--- src/rtl/frontend_linebuf_writer.sv ---
// frontend_linebuf_writer: captures active video into a ring of line slots, publishing line-commit
// and frame-start events while tracking slot occupancy through a consumer release handshake.
module frontend_linebuf_writer #(
    parameter int SLOT_BITS = 2
) (
    input  logic                   PCLK_i,
    input  logic                   reset_n,
    input  logic                   enable_i,
    input  logic [7:0]             R_i,
    input  logic [7:0]             G_i,
    input  logic [7:0]             B_i,
    input  logic                   VSYNC_i,
    input  logic                   DE_i,
    input  logic                   FID_i,
    input  logic [10:0]            xpos_i,
    input  logic [10:0]            ypos_i,
    input  logic                   release_i,
    output logic                   wr_en_o,
    output logic [SLOT_BITS+10:0]  wr_addr_o,
    output logic [23:0]            wr_data_o,
    output logic                   line_done_o,
    output logic [SLOT_BITS-1:0]   line_slot_o,
    output logic [10:0]            line_ypos_o,
    output logic [11:0]            line_len_o,
    output logic                   frame_start_o,
    output logic                   frame_fid_o,
    output logic [SLOT_BITS:0]     occupancy_o,
    output logic [7:0]             drop_cnt_o,
    output logic                   overflow_o
);
    localparam int SLOTS = 1 << SLOT_BITS;

    typedef enum logic [1:0] {IDLE, WAIT_LINE, WRITE, DROP} state_t;

    state_t                r_state, w_next;
    logic                  r_vs_prev, r_de_prev;
    logic [SLOT_BITS-1:0]  r_slot;
    logic [11:0]           r_len;
    logic [10:0]           r_ypos;
    logic                  w_fs, w_rise, w_full, w_rel;
    logic                  w_accept, w_drop, w_wr, w_commit;

    assign w_fs   = enable_i & r_vs_prev & ~VSYNC_i;
    assign w_rise = DE_i & ~r_de_prev;
    assign w_full = occupancy_o == (SLOT_BITS+1)'(SLOTS);
    assign w_rel  = release_i && occupancy_o != '0;

    // Frame start and disable override every per-line transition.
    always_comb begin
        w_next   = r_state;
        w_accept = 1'b0;
        w_drop   = 1'b0;
        w_wr     = 1'b0;
        w_commit = 1'b0;
        if (!enable_i)
            w_next = IDLE;
        else if (w_fs)
            w_next = WAIT_LINE;
        else
            case (r_state)
                WAIT_LINE: if (w_rise) begin
                    w_accept = ~w_full;
                    w_drop   = w_full;
                    w_wr     = ~w_full;
                    w_next   = w_full ? DROP : WRITE;
                end
                WRITE: begin
                    w_wr     = DE_i;
                    w_commit = ~DE_i;
                    w_next   = DE_i ? WRITE : WAIT_LINE;
                end
                DROP:    w_next = DE_i ? DROP : WAIT_LINE;
                default: w_next = r_state;
            endcase
    end

    always_ff @(posedge PCLK_i or negedge reset_n) begin
        if (!reset_n) begin
            r_state       <= IDLE;
            r_vs_prev     <= 1'b0;
            r_de_prev     <= 1'b0;
            r_slot        <= '0;
            r_len         <= '0;
            r_ypos        <= '0;
            wr_en_o       <= 1'b0;
            wr_addr_o     <= '0;
            wr_data_o     <= '0;
            line_done_o   <= 1'b0;
            line_slot_o   <= '0;
            line_ypos_o   <= '0;
            line_len_o    <= '0;
            frame_start_o <= 1'b0;
            frame_fid_o   <= 1'b0;
            occupancy_o   <= '0;
            drop_cnt_o    <= '0;
            overflow_o    <= 1'b0;
        end else begin
            r_state       <= w_next;
            r_vs_prev     <= VSYNC_i;
            r_de_prev     <= DE_i;
            wr_en_o       <= w_wr;
            line_done_o   <= w_commit;
            frame_start_o <= w_fs;
            if (w_fs)
                frame_fid_o <= FID_i;
            if (w_wr) begin
                wr_addr_o <= {r_slot, xpos_i};
                wr_data_o <= {R_i, G_i, B_i};
            end
            if (w_accept) begin
                r_ypos <= ypos_i;
                r_len  <= 12'd1;
            end else if (w_wr && r_len != 12'hfff)
                r_len <= r_len + 12'd1;
            if (w_commit) begin
                line_slot_o <= r_slot;
                line_ypos_o <= r_ypos;
                line_len_o  <= r_len;
            end
            if (!enable_i) begin
                r_slot      <= '0;
                occupancy_o <= '0;
                drop_cnt_o  <= '0;
                overflow_o  <= 1'b0;
            end else if (w_fs) begin
                r_slot      <= '0;
                occupancy_o <= '0;
                drop_cnt_o  <= '0;
            end else begin
                if (w_commit)
                    r_slot <= r_slot + 1'b1;
                occupancy_o <= occupancy_o + (SLOT_BITS+1)'(w_commit) - (SLOT_BITS+1)'(w_rel);
                if (w_drop) begin
                    overflow_o <= 1'b1;
                    if (drop_cnt_o != 8'hff)
                        drop_cnt_o <= drop_cnt_o + 8'd1;
                end
            end
        end
    end
endmodule

--- config.mk ---
export PLATFORM = sky130hd
export DESIGN_NAME = frontend_linebuf_writer
export DESIGN_NICKNAME = d
export VERILOG_FILES = /design/src/rtl/frontend_linebuf_writer.sv
export SDC_FILE = /design/constraint.sdc
export NUM_CORES = 1
export LEC_CHECK = 0
export CAP_MARGIN = 5
export CORE_MARGIN = 5
export CORE_UTILIZATION = 47
export CTS_CLUSTER_DIAMETER = 30
export CTS_CLUSTER_SIZE = 12
export DETAILED_ROUTE_END_ITERATION = 7
export HOLD_SLACK_MARGIN = 0.1
export PLACE_DENSITY_LB_ADDON = 0.12
export SETUP_SLACK_MARGIN = 0.4
export SYNTH_ARGS = -nofsm -noshare
export SYNTH_HDL_FRONTEND = slang
export SYNTH_SLANG_ARGS = --single-unit
--- constraint.sdc ---
create_clock -name PCLK_i -period 3 [get_ports PCLK_i]
set_input_delay 0.6 -clock PCLK_i [delete_from_list [all_inputs] [get_ports PCLK_i]]
set_output_delay 0.6 -clock PCLK_i [all_outputs]
set_load 0.01 [all_outputs]
==> results.json, run 1 <==
{
  "outcome": "finished clean",
  "drt_pre_antenna_iters": 4,
  "ant_nets": 0,
  "num_io_pins": 131,
  "layout.nets": 581,
  "startpoint_class_of_the_critical_path": "primary input",
  "ys_async_rst_share": 1.000,
  "netlist_area_um2": 4430,
  "grt_usage": 0.1799,
  "synth_warnings": 0,
  "finalHoldViolCount": 0,
  "setup_viol": 0,
  "clockBufferDepth": 2,
  "number_of_buffers_created_by_cts": 9,
  "vias": 3286,
  "post_synth.cell_area_avg_um2": 11.57,
  "worstSetupStartpoint": "DE_i",
  "ir_worst_vdd_mv": 0.2883,
  "pin_count_of_the_biggest_net_entering_global_routing": 63,
  "clk_root_buffer_cell": "clkbuf_8",
  "synth_flop_cell": "dfrtp_1",
  "cp.arrival_ps": 2740,
  "crit_type": "in -> reg",
  "sum_of_internal_switching_and_leakage_power_mw": 3.506,
  "worstMarginPinSlew_ps": 781.4,
  "final_critical_path_setup_slack_ps": 546.9,
  "antenna-diode-count": 0,
  "hold_class": "in -> async",
  "hold_ws_ps": 304.9,
  "yosysMostFrequentCell": "dfrtp_1",
  "powerDensity_nw_per_um2": 570.6,
  "post-route-cell-area_um2": 6143,
  "drv.max_cap_violation_count": 0,
  "cts_tree": "yes",
  "grt_pass1_wl_mm": 16.51,
  "gr-total-overflow": 0,
  "gpl.final_weighted_congestion": 0.8149,
  "post_route_clock_skew_ps": 11.55,
  "synth_sequential_area_ratio": 0.6043,
  "critical_path_peak_fanout": 15,
  "pre_cts_ws_ps": 142.9,
  "rows": 35,
  "worstSkewPairLatency_ps": 360,
  "drive_above_1_share": 0.1600,
  "ys_seq_elements": 107,
  "initial_utilization": 0.4818,
  "route.detailed.vias_per_inst": 5.167,
  "ys_types": 41,
  "via_count_of_the_first_global_routing_pass": 3306,
  "detailedRoute.firstIterationViolations": 76,
  "htree_levels": 3,
  "finalWirelength_mm": 10.15,
  "netlist.area_leader.share": 0.6043,
  "die_w_um": 107.1,
  "slew_headroom": 0.4791,
  "placeable_core_area_um2": 9196,
  "reg2reg_from": "r_state[0]",
  "routed_wire_length_per_instance_um": 15.97,
  "max_clock_freq_mhz": 407.6,
  "final_core_util": 0.6680,
  "clock_sink_count": 107,
  "count_of_unresolved_drc_violations_after_routing": 0,
  "cp.required_ps": 3290,
  "clk_pin_slew_worst_paths_ps": 100,
  "synth_largest_area_cell": "dfrtp_1",
  "synthToLayoutAreaGrowth_pct": 38.66,
  "detailedPlacementHpwl_mm": 7.292,
  "critPathCaptureType": "register",
  "timing.final.max_slew_violations": 0,
  "floorplan.die.height_um": 107.1,
  "synth.top_cells.by_count": "107 x dfrtp_1, 84 x nand2_1, 50 x mux2_2",
  "power_leakage_nw": 2.898,
  "numPlacedInstances": 620,
  "syn_inst": 383,
  "layout_worst_path_cycle_share": 0.8177,
  "finalNonFillerCells": 636,
  "die-area_um2": 11470,
  "unrepaired_setup_endpoints_after_global_routing": "no",
  "synth-edff-count": 0,
  "synth_area_leaders": "dfrtp_1 60%, mux2_2 13%, nand2_1 7.1%",
  "number_of_antenna_violations_at_the_first_check_in_global_routing": 0,
  "post-route-min-period_ps": 2453,
  "cell_area_after_placement_um2": 5899,
  "buffer_ports.inserted": 130,
  "mappedNetlistNets": 444,
  "setup_total_negative_slack_ps": 0
}
==> where the power goes <==
part	internal [mW]	total [mW]	leakage, nW	switching (mW)
clock network	0.504	1.00	0.115	0.500
logic	0.437	0.744	1.32	0.307
registers	1.64	1.76	1.47	0.120
total	2.58	3.51	2.90	0.927
==> state kept, by name, summed over array words and instances (netlist names), 2 cells and up <==
signal       flops
drop_cnt_o       8
line_len_o      12
wr_addr_o       13
occupancy_o      3
line_slot_o      2
r_slot           2
r_state          2
wr_data_o       24
r_ypos          11
r_len           12
line_ypos_o     11
==> layout make-up <==
cell class / count / area, um2
multi-input combinational: 252 / 1658
sequential: 107 / 2678
tap: 111 / 138.9
timing repair buffer: 139 / 1394
clock buffer: 10 / 137.6
fill: 726 / 3053
clock inverter: 6 / 96.34
inverter: 11 / 41.29
==> worst paths after layout <==
path	to	slack [ps]	cells past startpoint
worst max-delay path	r_len[7]	550	7
worst min-delay path	occupancy_o[1]	300	1
worst max register to register	occupancy_o[2]	660	12
worst min register to register	line_ypos_o[3]	470	2
max in group asynchronous	line_len_o[2]	1990	2
min in group PCLK_i	r_vs_prev	410	1
==> critical path: stages <==
cell and delay, ps:
clkdlybuf4s50_1 550, and3b_2 250, a22oi_1 90, or4_4 550, buf_4 210, or3_1 350, a21oi_1 150
==> routing by layer <==
layer / vias up / GRT usage / wire length [um]
met4: 0 / 0.06758 / 163
met3: 12 / 0.03612 / 520
met5: - / 0 / 0
met2: 101 / 0.2811 / 4833
met1: 1600 / 0.2482 / 4638
li1: 1573 / - / -
==> layout by cell type (no fill, tap or decap), types with 11 or more instances in the layout <==
| master | n |
|---|---|
| nand2_1 | 84 |
| dfrtp_1 | 107 |
| nand3_1 | 11 |
| a21oi_1 | 14 |
| clkdlybuf4s50_1 | 128 |
| nor2_1 | 15 |
| o21ai_0 | 14 |
| mux2_2 | 50 |
| or3_1 | 12 |
==> logic make-up after synthesis <==
family / after synthesis / share of synthesized area
XOR/XNOR: 8 / 0.01581
adder cells (fa/ha/maj): 8 / 0.02429
flip-flops: 107 / 0.6043
buffers and inverters: 24 / 0.02429
multiplexers: 52 / 0.1316
AND/OR/NAND/NOR: 148 / 0.1536
AO/OA/AOI/OAI: 36 / 0.04603
==> what timing repair did <==
action / CTS / global route
endpoints found under the setup margin: 0 / 1
gates resized for setup: 0 / 2
hold buffers: 0 / 0
setup buffers: 0 / 0
Power figures use the tool's default switching activity.
==> run 2, diff against run 1 <==
- CORE_UTILIZATION: 47 -> 43
- clock period: 3 -> 2.1 ns (I/O delays scaled with it)
==> results.json, run 2 (synthesized netlist as in run 1, its figures left out) <==
{
  "outcome": "finished, violations left",
  "grt_usage": 0.1874,
  "placeable_core_area_um2": 10180,
  "startpoint_class_of_the_critical_path": "register",
  "pre_cts_ws_ps": -443.6,
  "num_io_pins": 131,
  "unrepaired_setup_endpoints_after_global_routing": "yes",
  "clockBufferDepth": 2,
  "area.sequential_um2": 2680,
  "drv.max_cap_violation_count": 0,
  "number_of_antenna_violations_at_the_first_check_in_global_routing": 0,
  "post-route-min-period_ps": 2239,
  "finalNonFillerCells": 735,
  "hold_class": "reg -> reg",
  "die-area_um2": 12430,
  "layout.nets": 655,
  "buffer_ports.inserted": 130,
  "finalHoldViolCount": 0,
  "drive_above_1_share": 0.3806,
  "route.detailed.vias_per_inst": 5.011,
  "power_leakage_nw": 4.186,
  "critPathCaptureType": "register",
  "sum_of_internal_switching_and_leakage_power_mw": 5.194,
  "crit_type": "reg -> reg",
  "powerDensity_nw_per_um2": 696.3,
  "final_critical_path_setup_slack_ps": -139.1,
  "multiInputGateArea_um2": 2013,
  "hold_ws_ps": 471.4,
  "detailedPlacementHpwl_mm": 7.647,
  "most-common-layout-cells": "105 x dfrtp_1, 56 x nand2_1, 52 x clkdlybuf4s50_1, 51 x dlygate4sd2_1, 42 x buf_4",
  "grt_pass1_wl_mm": 18.95,
  "routed_wire_length_per_instance_um": 17.07,
  "numPlacedInstances": 672,
  "clk_root_buffer_cell": "clkbuf_8",
  "layout_worst_path_cycle_share": 1.066,
  "worstMarginPinSlew_ps": 534.1,
  "detailedRoute.firstIterationViolations": 96,
  "pin_count_of_the_biggest_net_entering_global_routing": 52,
  "rows": 37,
  "setup_total_negative_slack_ps": -3347,
  "post_route_clock_skew_ps": 14.40,
  "fillers": 729,
  "ant_nets": 0,
  "finalWirelength_mm": 12.54,
  "cts_tree": "yes",
  "critical_path_peak_fanout": 5,
  "slew_headroom": 0.6439,
  "max_clock_freq_mhz": 446.6,
  "cp.required_ps": 2390,
  "ir_worst_vdd_mv": 0.5344,
  "drt_pre_antenna_iters": 4,
  "setup_viol": 44,
  "clock_sink_count": 107,
  "clk_pin_slew_worst_paths_ps": 110,
  "layout_top_registers": "wr_data_o x24, wr_addr_o x13",
  "timing.final.max_slew_violations": 0,
  "via_count_of_the_first_global_routing_pass": 3686,
  "count_of_unresolved_drc_violations_after_routing": 0,
  "violations": "setup timing",
  "largest_register_ffs": 24,
  "die_w_um": 111.5,
  "htree_levels": 3,
  "number_of_buffers_created_by_cts": 9,
  "vias": 3683,
  "floorplan.die.height_um": 111.5,
  "synthToLayoutAreaGrowth_pct": 68.37,
  "antenna-diode-count": 0,
  "initial_utilization": 0.4350,
  "worstSkewPairLatency_ps": 370,
  "mostFrequentLayoutCell": "dfrtp_1",
  "cp.arrival_ps": 2530,
  "most_flops_register": "wr_data_o",
  "gr-total-overflow": 0,
  "gpl.final_weighted_congestion": 0.7779
}
## run 2: changes by cell type in the layout (fill, tap and decap cells not counted), sizes merged
cell | before | now
clkbuf | 10 | 18
dlygate4sd2 | 0 | 51
inv | 12 | 9
clkinvlp | 1 | 3
clkinv | 2 | 3
buf | 10 | 76
dlygate4sd3 | 0 | 1
bufinv | 2 | 1
dlymetal6s2s | 1 | 26
clkdlybuf4s50 | 128 | 52
## run 2: path summary, 6_finish.rpt
check / startpoint / endpoint / slack [ps] / cells past startpoint
max: r_state[1] / r_len[3] / -140 / 7
min: line_ypos_o[5] / line_ypos_o[5] / 470 / 2
max reg2reg: r_state[1] / r_len[3] / -140 / 7
min reg2reg: line_ypos_o[5] / line_ypos_o[5] / 470 / 2
max in group asynchronous: reset_n / occupancy_o[1] / 860 / 3
min in group asynchronous: reset_n / drop_cnt_o[5] / 570 / 2
## run 2: where the power goes
| group | internal (mW) | switching, mW | leakage [nW] |
|---|---|---|---|
| clock | 0.590 | 0.720 | 0.0957 |
| combinational | 0.785 | 0.578 | 2.63 |
| sequential | 2.34 | 0.179 | 1.46 |
## run 2: routing by layer
metal	vias up	global-route usage	wire, um
met1	1832	0.2480	5398
li1	1727	-	-
met3	13	0.04565	671
met4	0	0.05839	223
met2	111	0.3060	6249
met5	-	0	0
## run 2: stage by stage
step,instance area (um2),util
6_report,7460,0.7324
5_1_grt,7460,0.7324
4_1_cts,6754,0.6631
3_5_place_dp,6211,0.6098
3_3_place_gp,6211,0.6098
2_1_floorplan,4511,-
## run 2: repair_timing
item,CTS,global route
hold buffers,1,0
resized for setup,83,121
endpoints found under the hold margin,37,0
setup buffers,21,14
cloned,4,7
setup endpoints to repair,139,128
pin swaps,21,34
## run 2: critical path, cell delays in order (launching register included)
cell and delay [ps]:
dfrtp_1 430, inv_1 70, ha_2 170, and3b_2 200, a22oi_2 60, or4_4 610
or3_2 480, a21oi_2 140
## run 2: layout make-up
cell class / instances / share of cell area
timing repair buffer: 213 / 0.3140
tap: 136 / 0.02281
multi-input combinational: 252 / 0.2699
inverter: 11 / 0.006709
sequential: 107 / 0.3593
clock buffer: 11 / 0.01895
clock inverter: 5 / 0.008386
==> run 3, diff against run 2 <==
- CORE_UTILIZATION: 43 -> 56
- DONT_BUFFER_PORTS: unset -> 1
- GPL_TIMING_DRIVEN: unset -> 0
==> results.json, run 3 (synthesized netlist as in run 1, its figures left out) <==
{
  "outcome": "finished, violations left",
  "violations": "hold timing, setup timing",
  "rows": 32,
  "sum_of_internal_switching_and_leakage_power_mw": 4.550,
  "cpPeakStageDelay_ps": 410,
  "power_leakage_nw": 2.884,
  "setup_viol": 16,
  "detailedRoute.firstIterationViolations": 119,
  "layout_top_registers": "wr_data_o x24, wr_addr_o x13",
  "cp.arrival_ps": 2470,
  "count_of_unresolved_drc_violations_after_routing": 0,
  "finalWirelength_mm": 11.01,
  "reg2reg_from": "r_state[0]",
  "final_core_util": 0.7524,
  "ant_nets": 0,
  "number_of_antenna_violations_at_the_first_check_in_global_routing": 0,
  "numPlacedInstances": 485,
  "cts_tree": "yes",
  "mostFrequentLayoutCell": "dfrtp_1",
  "worstSkewPairLatency_ps": 370,
  "finalHoldViolCount": 107,
  "max_clock_freq_mhz": 448.9,
  "setup_total_negative_slack_ps": -966.8,
  "routed_wire_length_per_instance_um": 20.19,
  "clk_root_buffer_cell": "clkbuf_8",
  "slew_headroom": 0.6221,
  "antenna-diode-count": 0,
  "gr-total-overflow": 0,
  "most-common-layout-cells": "105 x dfrtp_1, 68 x nand2_1, 44 x mux2_4, 22 x buf_4, 14 x nand2_2",
  "critical_path_peak_fanout": 2,
  "final_critical_path_setup_slack_ps": -127.8,
  "via_count_of_the_first_global_routing_pass": 3083,
  "num_io_pins": 131,
  "hold_class": "in -> async",
  "powerDensity_nw_per_um2": 782.6,
  "hold_ws_ps": -259.9,
  "number_of_buffers_created_by_cts": 9,
  "placeable_core_area_um2": 7727,
  "htree_levels": 3,
  "timing.final.max_slew_violations": 0,
  "synthToLayoutAreaGrowth_pct": 31.23,
  "clockBufferDepth": 2,
  "gpl.final_weighted_congestion": 0.9007,
  "cp.required_ps": 2340,
  "unrepaired_setup_endpoints_after_global_routing": "yes",
  "worstMarginPinSlew_ps": 565.7,
  "vias": 3087,
  "floorplan.die.height_um": 98.95,
  "largest_register_ffs": 24,
  "die-area_um2": 9790,
  "drv.max_cap_violation_count": 0,
  "drt_pre_antenna_iters": 4,
  "pin_count_of_the_biggest_net_entering_global_routing": 108,
  "layout_worst_path_cycle_share": 1.061,
  "crit_type": "reg -> reg",
  "drive_above_1_share": 0.4041,
  "pre_cts_ws_ps": -332.1,
  "clk_pin_slew_worst_paths_ps": 100,
  "clock_sink_count": 107,
  "ir_worst_vdd_mv": 0.5348,
  "buffer_ports.inserted": 0,
  "critical-path-slowest-cell": "dfrtp_1",
  "worstSetupStartpoint": "r_state[0]",
  "finalNonFillerCells": 545,
  "critical_path.cell_chain": "inv_2, ha_4, and2b_2, nand2_4, clkbuf_16, ha_4, inv_2, ha_4, inv_2, fa_2, xor2_1, xnor2_1, nor2_1",
  "grt_pass1_wl_mm": 16.67,
  "detailedPlacementHpwl_mm": 6.491,
  "route.detailed.vias_per_inst": 5.664,
  "critPathCaptureType": "register",
  "grt_usage": 0.2164,
  "most_flops_register": "wr_data_o",
  "initial_utilization": 0.5733,
  "post_route_clock_skew_ps": 11.97,
  "die_w_um": 98.95,
  "layout.nets": 499,
  "post-route-min-period_ps": 2228,
  "startpoint_class_of_the_critical_path": "register"
}
run 3: metal layers:
| layer | wire length [um] | share of wire | track usage | vias up |
|---|---|---|---|---|
| li1 | - | - | - | 1417 |
| met1 | 4285 | 0.39 | 0.2740 | 1544 |
| met2 | 5559 | 0.51 | 0.3487 | 106 |
| met3 | 931 | 0.085 | 0.08422 | 20 |
| met4 | 229 | 0.021 | 0.05882 | 0 |
| met5 | 0 | 0 | 0 | - |
run 3: area by class of cell:
type	instances	area (um2)
Buffer	13	192.7
Clock buffer	10	127.6
Clock inverter	6	50.05
Fill cell	525	1913
Inverter	11	61.31
Multi-Input combinational cell	252	2043
Sequential cell	107	2680
Tap cell	102	127.6
Timing Repair Buffer	44	531.8
run 3: timing repair:
item / 4_1_cts / 5_1_grt
cloned: 5 / 3
hold buffers: 1 / 1
setup endpoints to repair: 91 / 90
setup buffers: 20 / 14
endpoints found under the hold margin: 109 / 108
pin swaps: 32 / 11
gates resized for setup: 102 / 54
run 3: where the power goes:
group	switching (mW)	total (mW)	internal, mW
registers	0.307	2.65	2.34
logic	0.307	0.744	0.437
clock network	0.715	1.16	0.442
run 3: worst paths after layout:
path / cells past startpoint / slack [ps] / end
max in group asynchronous: 0 / 2170 / occupancy_o[1]
min: 0 / -260 / drop_cnt_o[1]
max: 13 / -130 / occupancy_o[2]
max reg2reg: 13 / -130 / occupancy_o[2]
min in group PCLK_i: 2 / 150 / r_ypos[7]
min reg2reg: 2 / 470 / line_ypos_o[5]
run 3: critical path: cells and delay by family, from the launching register on:
| family | cells | cell delay [ps] |
|---|---|---|
| adders and majority gates | 4 | 770 |
| DFF | 1 | 410 |
| buffers and inverters | 4 | 320 |
| xor gates and xnor gates | 2 | 310 |
| and+or+nand+nor | 3 | 290 |
run 3: stage by stage:
| step | hold slack [ps] | area, um2 |
|---|---|---|
| 5_1_grt | -299.0 | 5814 |
| 2_1_floorplan | 124.4 | 4511 |
| 4_1_cts | -280.5 | 5435 |
| 3_5_place_dp | 127.2 | 4638 |
| 3_3_place_gp | 127.5 | 4638 |
| 6_report | -259.9 | 5814 |
==> patch, RTL diff (config.mk and constraints of run 3) <==
Change the parameter `SLOT_BITS` from 2 to 4.
--- a/src/rtl/frontend_linebuf_writer.sv
+++ b/src/rtl/frontend_linebuf_writer.sv
@@ -1,7 +1,7 @@
 // frontend_linebuf_writer: captures active video into a ring of line slots, publishing line-commit
 // and frame-start events while tracking slot occupancy through a consumer release handshake.
 module frontend_linebuf_writer #(
-    parameter int SLOT_BITS = 2
+    parameter int SLOT_BITS = 4
 ) (
     input  logic                   PCLK_i,
     input  logic                   reset_n,
Ports: changed (resized line_slot_o, occupancy_o and wr_addr_o); port bits go from 131 to 137. No check against the original RTL was run, so the function may have changed too.
==> patch against run 3 <==
- the flow still finishes with violations (negative hold slack, negative setup slack)
- routed wire length grew 19%
- sequential cell count grew 8
- critical path depth grew 1
- worst setup slack lost 290 ps
- final cell count grew 14%
- area after synthesis grew 10%
- cell area grew 25%
- critical path type unchanged
- highest routed layer unchanged
Power is not compared: it rests on default switching activity, and its combinational part moved more than twofold at a synthesized area within 25%.
==> patch: results (changes against run 3) <==
[setup_path]
arrival_ps = 2950  ; was 2470 ps
critPathMaxFanout = 3  ; was 2
slowest_delay_ps = 440  ; was 410 ps
cp_slowest_cell = dfrtp_2  ; was dfrtp_1
cp-startpoint = occupancy_o[2]  ; was r_state[0]
r2r_start = occupancy_o[2]  ; was r_state[0]
crit_path_end = occupancy_o[4]  ; was occupancy_o[2]
reg2regPathDepth = 14  ; was 13

[sta]
finalSetupViolations = 34  ; was 16
finalHoldViolations = 115  ; was 107
setup_tns_ps = -1185  ; was -966.8 ps
setup_ws_ps = -414.3  ; was -127.8 ps
hold_slack_ps = -393.1  ; was -259.9 ps
clock_skew_ps = 12.00  ; was 11.97 ps
maxSlewHeadroom = 0.6527  ; was 0.6221

[synth]
syn_nets = 461  ; was 444
synth.area.top_cells = dfrtp_1 (59%), mux2_2 (13%), nand2_1 (3.5%)  ; was dfrtp_1 (60%), mux2_2 (13%), nand2_1 (7.1%)
yosysWarnings = 0  ; unchanged
seq_area_frac_synth = 0.5884  ; was 0.6043
syn_avg_cell_area_um2 = 12.38  ; was 11.57 µm²
synth.distinct_cells = 40  ; was 41
synthTopCellsByCount = dfrtp_1 (115), mux2_2 (57), nand2_1 (46)  ; was dfrtp_1 (107), nand2_1 (84), mux2_2 (50)

[power]
swShare = 0.2991

[outcome]
violations = negative hold slack, negative setup slack  ; unchanged
status = complete, but fails checks  ; unchanged

[place]
dp_cells = 503  ; was 485
dpl_cell_area_um2 = 5116  ; was 4638 µm²
gp_congestion = 0.8300  ; was 0.9007
dp_slack_ps = -626.4  ; was -332.1 ps
hpwl_um = 6643  ; was 6491 µm

[clock_tree]
cts_hold_buf = 50  ; was 1
numCtsBuffers = 17  ; was 9
clk_pin_slew_ps = 60  ; was 100 ps
cts_htree_levels = 4  ; was 3

[global_routing]
use_met3 = 0.08786  ; was 0.08422
use_met1 = 0.2818  ; was 0.2740
grt_max_degree = 116  ; was 108
grt_antenna_before_repair = 1  ; was 0
first_global_vias = 3754  ; was 3083
grt_use_total = 0.2426  ; was 0.2164
met2_usage = 0.4172  ; was 0.3487

[detailed_routing]
wl_met3_um = 976  ; was 931 µm
drt-wirelength-per-cell_um = 21.03  ; was 20.19 µm
wl_met1_um = 4824  ; was 4285 µm
route.vias.total = 3563  ; was 3087
drtIter0Drc = 137  ; was 119

[cells_and_area]
fillers = 421  ; was 525
final_core_util = 0.8431  ; was 0.7524
final_cell_count_no_fill = 623  ; was 545
reg.largest.list = wr_data_o (24), wr_addr_o (15)  ; was wr_data_o (24), wr_addr_o (13)
drive_above_1_share = 0.4377  ; was 0.4041
num-nets-final = 568  ; was 499

-- patch: cell count changes in the layout (fill, tap and decap cells not counted), sizes merged, moves of 5 or more --
cell / change
mux2: +16
nand2: -37
dlygate4sd3: +48
nand4: +5
ha: +5
dfrtp: +8
inv: +10
-- patch: cells by family (layout without fill, tap and decap cells) --
family                   Yosys count  after routing  synth area share
adder cells (fa/ha/maj)           13             13           0.03479
buffers and inverters             30            148           0.02763
flip-flops                       115            115            0.5884
XOR/XNOR                          12             12           0.02149
multiplexers                      68             68            0.1561
AO/OA/AOI/OAI                     40             40           0.04656
other                              0              1                 0
AND/OR/NAND/NOR                  117            118            0.1251
-- patch: timing repair --
item / in CTS / in global routing
resized for setup: 113 / 56
endpoints found under the hold margin: 167 / 115
pin swaps: 30 / 27
setup endpoints to repair: 92 / 103
gates cloned: 7 / 0
setup buffers: 22 / 9
-- patch: power by group through the flow --
stage,Clock [W],Combinational [W],Sequential [W]
floorplan,0,0.000989,0.00329
global placement,0,0.00109,0.00342
detailed placement,0,0.00115,0.00344
CTS,0.00305,0.00178,0.00343
global route,0.00317,0.00220,0.00352
finish,0.00301,0.00204,0.00345
-- patch: critical path, delay by kind of cell (launching register included) --
| family | cells | cell delay [ps] |
|---|---|---|
| buffers and inverters | 4 | 230 |
| AOI/OAI and AO/OA | 3 | 520 |
| and+or+nand+nor | 3 | 520 |
| adders and majority gates | 4 | 740 |
| DFF | 1 | 440 |
-- patch: cell type report --
cell class,count,share of cell area
clock buffer,17,0.05688
antenna,1,0.0003437
sequential,115,0.3956
timing repair buffer,87,0.1311
clock inverter,14,0.02784
buffer,14,0.02440
tap,108,0.01856
multi-input combinational,251,0.3367
inverter,16,0.008593
